===== src/rtl/left_shift_seq.sv =====
// Multi-cycle logical left shifter, start/ready handshake, registered result.
// Define LSHIFT_STAGED_EN for a fixed 5-stage log shifter instead of 1 bit/cycle.
module left_shift_seq (
    input  logic        clock,
    input  logic        reset,
    input  logic        start,
    input  logic [31:0] opA,
    input  logic [4:0]  amt,
    output logic        ready,
    output logic        busy,
    output logic        result_valid,
    output logic [31:0] cout
);

    typedef enum logic [1:0] {
        IDLE  = 2'd0,
        SHIFT = 2'd1,
        DONE  = 2'd2
    } state_t;

    state_t      state_q, state_d;
    logic [31:0] shreg_q, shreg_d;
    logic [31:0] cout_q,  cout_d;

`ifdef LSHIFT_STAGED_EN
    logic [2:0]  stage_q, stage_d;
    logic [4:0]  amt_q,   amt_d;
    logic [31:0] stage_val;

    // Stage k conditionally shifts by 2^k depending on bit k of the amount
    always_comb begin
        stage_val = shreg_q;
        unique case (stage_q)
            3'd0:    if (amt_q[0]) stage_val = shreg_q << 1;
            3'd1:    if (amt_q[1]) stage_val = shreg_q << 2;
            3'd2:    if (amt_q[2]) stage_val = shreg_q << 4;
            3'd3:    if (amt_q[3]) stage_val = shreg_q << 8;
            default: if (amt_q[4]) stage_val = shreg_q << 16;
        endcase
    end

    // Next-state and datapath updates for the staged build
    always_comb begin
        state_d = state_q;
        shreg_d = shreg_q;
        cout_d  = cout_q;
        stage_d = stage_q;
        amt_d   = amt_q;
        unique case (state_q)
            IDLE: begin
                if (start) begin
                    shreg_d = opA;
                    amt_d   = amt;
                    stage_d = 3'd0;
                    state_d = SHIFT;
                end
            end
            SHIFT: begin
                shreg_d = stage_val;
                stage_d = stage_q + 3'd1;
                if (stage_q == 3'd4) begin
                    cout_d  = stage_val;
                    state_d = DONE;
                end
            end
            DONE: begin
                state_d = IDLE;
            end
            default: begin
                state_d = IDLE;
            end
        endcase
    end

    // State and datapath registers, cleared asynchronously
    always_ff @(posedge clock or posedge reset) begin
        if (reset) begin
            state_q <= IDLE;
            shreg_q <= 32'h0;
            cout_q  <= 32'h0;
            stage_q <= 3'd0;
            amt_q   <= 5'd0;
        end else begin
            state_q <= state_d;
            shreg_q <= shreg_d;
            cout_q  <= cout_d;
            stage_q <= stage_d;
            amt_q   <= amt_d;
        end
    end
`else
    logic [4:0]  cnt_q, cnt_d;
    logic [31:0] shl1;

    assign shl1 = {shreg_q[30:0], 1'b0};

    // Next-state and datapath updates, one bit per SHIFT cycle
    always_comb begin
        state_d = state_q;
        shreg_d = shreg_q;
        cout_d  = cout_q;
        cnt_d   = cnt_q;
        unique case (state_q)
            IDLE: begin
                if (start) begin
                    shreg_d = opA;
                    cnt_d   = amt;
                    if (amt == 5'd0) begin
                        cout_d  = opA;
                        state_d = DONE;
                    end else begin
                        state_d = SHIFT;
                    end
                end
            end
            SHIFT: begin
                shreg_d = shl1;
                cnt_d   = cnt_q - 5'd1;
                if (cnt_q == 5'd1) begin
                    cout_d  = shl1;
                    state_d = DONE;
                end
            end
            DONE: begin
                state_d = IDLE;
            end
            default: begin
                state_d = IDLE;
            end
        endcase
    end

    // State and datapath registers, cleared asynchronously
    always_ff @(posedge clock or posedge reset) begin
        if (reset) begin
            state_q <= IDLE;
            shreg_q <= 32'h0;
            cout_q  <= 32'h0;
            cnt_q   <= 5'd0;
        end else begin
            state_q <= state_d;
            shreg_q <= shreg_d;
            cout_q  <= cout_d;
            cnt_q   <= cnt_d;
        end
    end
`endif

    assign ready        = (state_q == IDLE);
    assign busy         = ~ready;
    assign result_valid = (state_q == DONE);
    assign cout         = cout_q;

endmodule


===== config.mk =====
export PLATFORM = sky130hd
export DESIGN_NAME = left_shift_seq
export DESIGN_NICKNAME = d
export VERILOG_FILES = /design/src/rtl/left_shift_seq.sv
export SDC_FILE = /design/constraint.sdc
export NUM_CORES = 1
export LEC_CHECK = 0
export ABC_CLOCK_PERIOD_IN_PS = 4070
export CAP_MARGIN = 20
export CORE_UTILIZATION = 42
export DETAILED_ROUTE_END_ITERATION = 10
export GPL_ROUTABILITY_DRIVEN = 0
export HOLD_SLACK_MARGIN = 0.03
export PLACE_DENSITY = 0.69
export SLEW_MARGIN = 0
export SYNTH_ARGS = -nofsm -noshare
export SYNTH_HDL_FRONTEND = slang
export SYNTH_SLANG_ARGS = --single-unit

===== constraint.sdc =====
create_clock -name clock -period 4.07 [get_ports clock]
set_input_delay 0.814 -clock clock [delete_from_list [all_inputs] [get_ports clock]]
set_output_delay 0.814 -clock clock [all_outputs]
set_load 0.005 [all_outputs]

=== Word level (Yosys, flattened, before mapping) ===
Index checks and enable logic that the tools add are counted.

* Logic and storage cells: 30
* Input port bits: 40
* Flip-flop bits (word level): 70
* Output and inout bits: 35

* $add $sub $neg: 1
* Multiplexer cells: 12
* Bitwise logic cells: 1
* Eq/ne operators: 6
* Reduce and logical (&&, ||, !) cells: 6

{| class="wikitable"
|+ Operator list
! kind !! count
|-
| $mux W32 || 3
|-
| $pmux W32 S2 || 1
|-
| $pmux W31 S2 || 1
|-
| $mux W31 || 1
|-
| $pmux W5 S2 || 1
|-
| $mux W2 || 3
|-
| $eq A5 B1 Y1 const B || 1
|-
| $logic_not A5 Y1 || 1
|-
| $mux W5 || 1
|-
| $sub A5 B1 Y5 const B || 1
|-
| $ne A2 B2 Y1 const B || 2
|-
| $pmux W2 S2 || 1
|-
| $reduce_and A2 Y1 || 2
|-
| $reduce_and A4 Y1 || 1
|-
| $eq A2 B1 Y1 const B || 1
|-
| $eq A2 B2 Y1 const B || 1
|-
| $logic_not A2 Y1 || 1
|-
| $ne A2 B1 Y1 const B || 1
|-
| $reduce_bool A2 Y1 || 1
|-
| $not A1 Y1 || 1
|}

=== Depth between registers and ports, before layout ===
* Word-level depth: 4
* Gate-level depth with buffers: 7
* Depth with buffers taken out: 6

=== Worst setup path after synthesis ===
Ideal clock, no wire load.

* Path kind: input port to flip-flop
* From: in amt[1]
* To: reg cout_q[10], in the netlist cout[10]
* Path buffers: 1
* Stages on the path: 5
* Data required time: 3.945 ns
* Setup time: 0.125 ns
* Arrival time: 2.073 ns
* Setup slack: 1.872 ns
* Path through: or4_4 -> nor2_4 -> o211ai_4 -> buf_6 -> mux2_4

* Cells in the longest elaborated chain, start to end: 3

{| class="wikitable"
|+ Ends and longest elaborated chain
! what !! RTL line !! RTL
|-
| start, declared || 8 || <nowiki>input logic [4:0] amt,</nowiki>
|-
| $logic_not A5 Y1 || 108 || <nowiki>if (amt == 5'd0) begin</nowiki>
|-
| $ne A2 B1 Y1 (no line) || n/a ||
|-
| $reduce_and A4 Y1 (no line) || n/a ||
|-
| end signal, assigned || 143 || <nowiki>cout_q <= cout_d;</nowiki>
|-
| end, declared || 23 || <nowiki>logic [31:0] cout_q, cout_d;</nowiki>
|}

Every way passes these cells.
A chain may end at the register's enable or synchronous reset.

=== Worst setup path after layout ===
* From: in amt[4]
* To: reg cout_q[31], in the netlist cout[31]

Same word-level chain as after synthesis.

==> impl_metrics.csv <==
group,metric,value,unit
synthesis,synthSimpleGateAreaFrac,12.69,%
drt,routed_wl,6909,um
floorplanning,core_area,7408,sq um
timing,slew_headroom,45.27,%
placement,dp_hpwl,4550,um
timing,rsz0062_at_grt,"no",
floorplanning,fp.dieH,90.30,um
floorplanning,row_count,31,
synthesis,synth_top_area_cell,"dfrtp_1",
clock_tree,post_cts_buffers,0,
clock_tree,clkLatencyLatePin,340,ps
placement,io_buffers,74,
min_path,hp-class,"reg2reg",
pwr,power_leakage,2.059,nW
synthesis,synth.top_cell.area_share,53.50,%
floorplanning,start_util,44.20,%
synthesis,synth_top_family_by_area,"multiplexers",
synthesis,syn_area,3274,sq um
timing,max_freq,367.1,MHz
timing,fin_crit,2724,ps
critical_path,start_kind,"input port",
run_status,status,"finished clean",
synthesis,synthAdderAreaFrac,0.7642,%
critical_path,crit_required,4290,ps
drt,wl_per_cell,14.79,um
floorplanning,die_area,8153,sq um
global_routing,grt_max_degree,71,
synthesis,yosys.cell_count.top_type,"nand2_1",
clock_tree,cts.root.buffer_cell,"clkbuf_8",
placement,place_area,4116,sq um
critical_path,crit_path_max_fanout,19,
clock_tree,cts_tree,"yes",
finish,multiInputGateArea,1401,sq um
finish,final-seq-area,1752,sq um
drt,ant_nets,0,
timing,worst_clock_skew,7.148,ps
synthesis,synth_compound_area_share,4.891,%
finish,final_layout_size_suffix_gt1_share,21.47,%
timing,hold_viol_final,0,
run,cap_violations,0,
pwr,power_density,848.1,nW/um^2
critical_path,crit_chain,"clkdlybuf4s50_1 > or4_4 > nor2_4 > o211ai_4 > buf_4 > mux2_1",
critical_path,path_buf_inv,2,
finish,nets,405,
drt,via_count,2272,
clock_tree,holdBufCountCts,0,
synthesis,synth_area_leaders,"dfrtp_1 (53%), mux2_4 (11%), nand2_1 (9.6%), mux2_2 (8.9%), mux2i_1 (3.1%)",
synthesis,synth_cells,289,
pwr,ir_drop,0.3601,mV
finish,final_core_util,58.39,%
global_routing,grt_pass1_wl,11760,um
synthesis,ys.flop_type,"dfrtp_1",
global_routing,gr-usage-all-layers,18.54,%
timing,setup_viol,0,
clock_tree,cts_max_level,3,
synthesis,yosysSeqAreaShare,53.50,%
drt,first_pass_iters,4,
drt,drt-initial-drc-count,107,
critical_path,worst-setup-path-type,"in2reg",
floorplanning,fp.dieW,90.30,um
finish,diodes,0,
synthesis,synthArstFlopShare,100.0,%
synthesis,ys_warn_count,0,
critical_path,critPathArrivalTime,2940,ps
clock_tree,ctsLongestPathBuffers,2,
finish,nFillCells,643,
timing,min_period_over_period,66.94,%
critical_path,cpLargestDelayFamily,"buffers and inverters",
clock_tree,cts_buffers,9,
clock_tree,cts_resized,0,
global_routing,grt_overflow,0,
synthesis,synth_fp_nets,331,
drt,drc_errors,0,
critical_path,cp-end-kind,"flip-flop",
synthesis,synth-seq-cells,70,
clock_tree,clkTransAtPathRegs,80,ps
timing,tns,0,ps
finish,areaGrowthSynthToFinish,32.10,%
global_routing,grt_pass1_vias,2407,
critical_path,critical_path.max_stage_delay,630,ps
synthesis,synth_edf_count,0,
synthesis,synth_xor_xnor_area_share,0,%
critical_path,crit_slowest_cell,"o211ai_4",
synthesis,synth.mux.area_fraction,24.04,%
timing,slew_viol_final,0,
synthesis,synthTopCellsByCount,"nand2_1 (84), dfrtp_1 (70), mux2_2 (26)",
clock_tree,clock_sinks,70,
synthesis,avgSynthCellArea,11.33,sq um
synthesis,yosysUniqueCellTypes,30,
finish,final_cell_area,4325,sq um
global_routing,antenna_found_initial,0,
timing,worst_pin_slew,820.8,ps
drt,viasPerCell,4.865,
floorplanning,ios,75,
[stage by stage]
stage                     instances  power, W  hold WS (ps)  setup slack (ps)
after floorplan                 289  0.002474         440.1              1488
after global placement          451  0.003061         453.3              1033
after detailed placement        451  0.003118         458.0             969.2
after CTS                       467  0.003713         478.7              1349
after global routing            467  0.003936         499.8              1284
final                           467  0.003668         473.2              1346
[placed cells by master (no fill, tap or decap), types with 2 or more instances in the layout]
cell             count
nand2_1             84
inv_1               12
mux2_2              26
o21ai_0              9
dfrtp_1             70
a21oi_1              7
nand2b_1             2
ha_1                 2
nor2_1               4
mux2i_1             10
clkdlybuf4s50_1     74
clkinvlp_4           3
mux2_4              24
mux2_1               3
buf_4                4
nand3_1              3
clkbuf_8            11
[logic make-up (layout without fill, tap and decap cells)]
kind of cell	count (synthesis)	after routing
and+or+nand+nor	101	101
DFF	70	70
muxes	63	63
buffers and inverters	29	108
AOI/OAI and AO/OA	24	24
adders and majority gates	2	2
[where the power goes]
part | internal (W) | switching [W]
sequential | 0.00106 | 0.000234
combinational | 0.00104 | 0.000762
clock | 0.000315 | 0.000265
total | 0.00241 | 0.00126
[layer usage]
| metal | vias up | routed length [um] | track usage [%] |
|---|---|---|---|
| met5 | - | 0 | 0 |
| met4 | 0 | 153 | 8.333 |
| met3 | 12 | 286 | 4.545 |
| met2 | 63 | 3213 | 28.88 |
| met1 | 1093 | 3255 | 24.52 |
| li1 | 1104 | - | - |
[registers in the layout, indices dropped and copies added, names as in the netlist]
signal,count
cout,32
shreg_q,31
cnt_q,5
state_q,2
[worst min-delay path, stage by stage (launching register included)]
cell and delay, ps:
dfrtp_1 350, nand2_1 50, nand2_1 50
[area by class of cell]
| cell class | count | area share (%) |
|---|---|---|
| Clock buffer | 11 | 3.500 |
| Inverter | 13 | 1.128 |
| Tap cell | 99 | 2.864 |
| Sequential cell | 70 | 40.50 |
| Clock inverter | 5 | 1.331 |
| Timing Repair Buffer | 79 | 18.28 |
| Multi-Input combinational cell | 190 | 32.40 |
[worst paths after layout]
check | depth (start not counted) | end | slack [ps] | from
worst max-delay path | 6 | cout[31] | 1350 | amt[4]
worst min-delay path | 2 | shreg_q[7] | 470 | shreg_q[7]
worst max register to register | 4 | cout[31] | 1630 | state_q[0]
worst min register to register | 2 | shreg_q[7] | 470 | shreg_q[7]
max in group asynchronous | 3 | shreg_q[28] | 2910 | reset
min in group asynchronous | 3 | cout[14] | 870 | reset
Note: power is estimated with default switching activity, not from simulation.
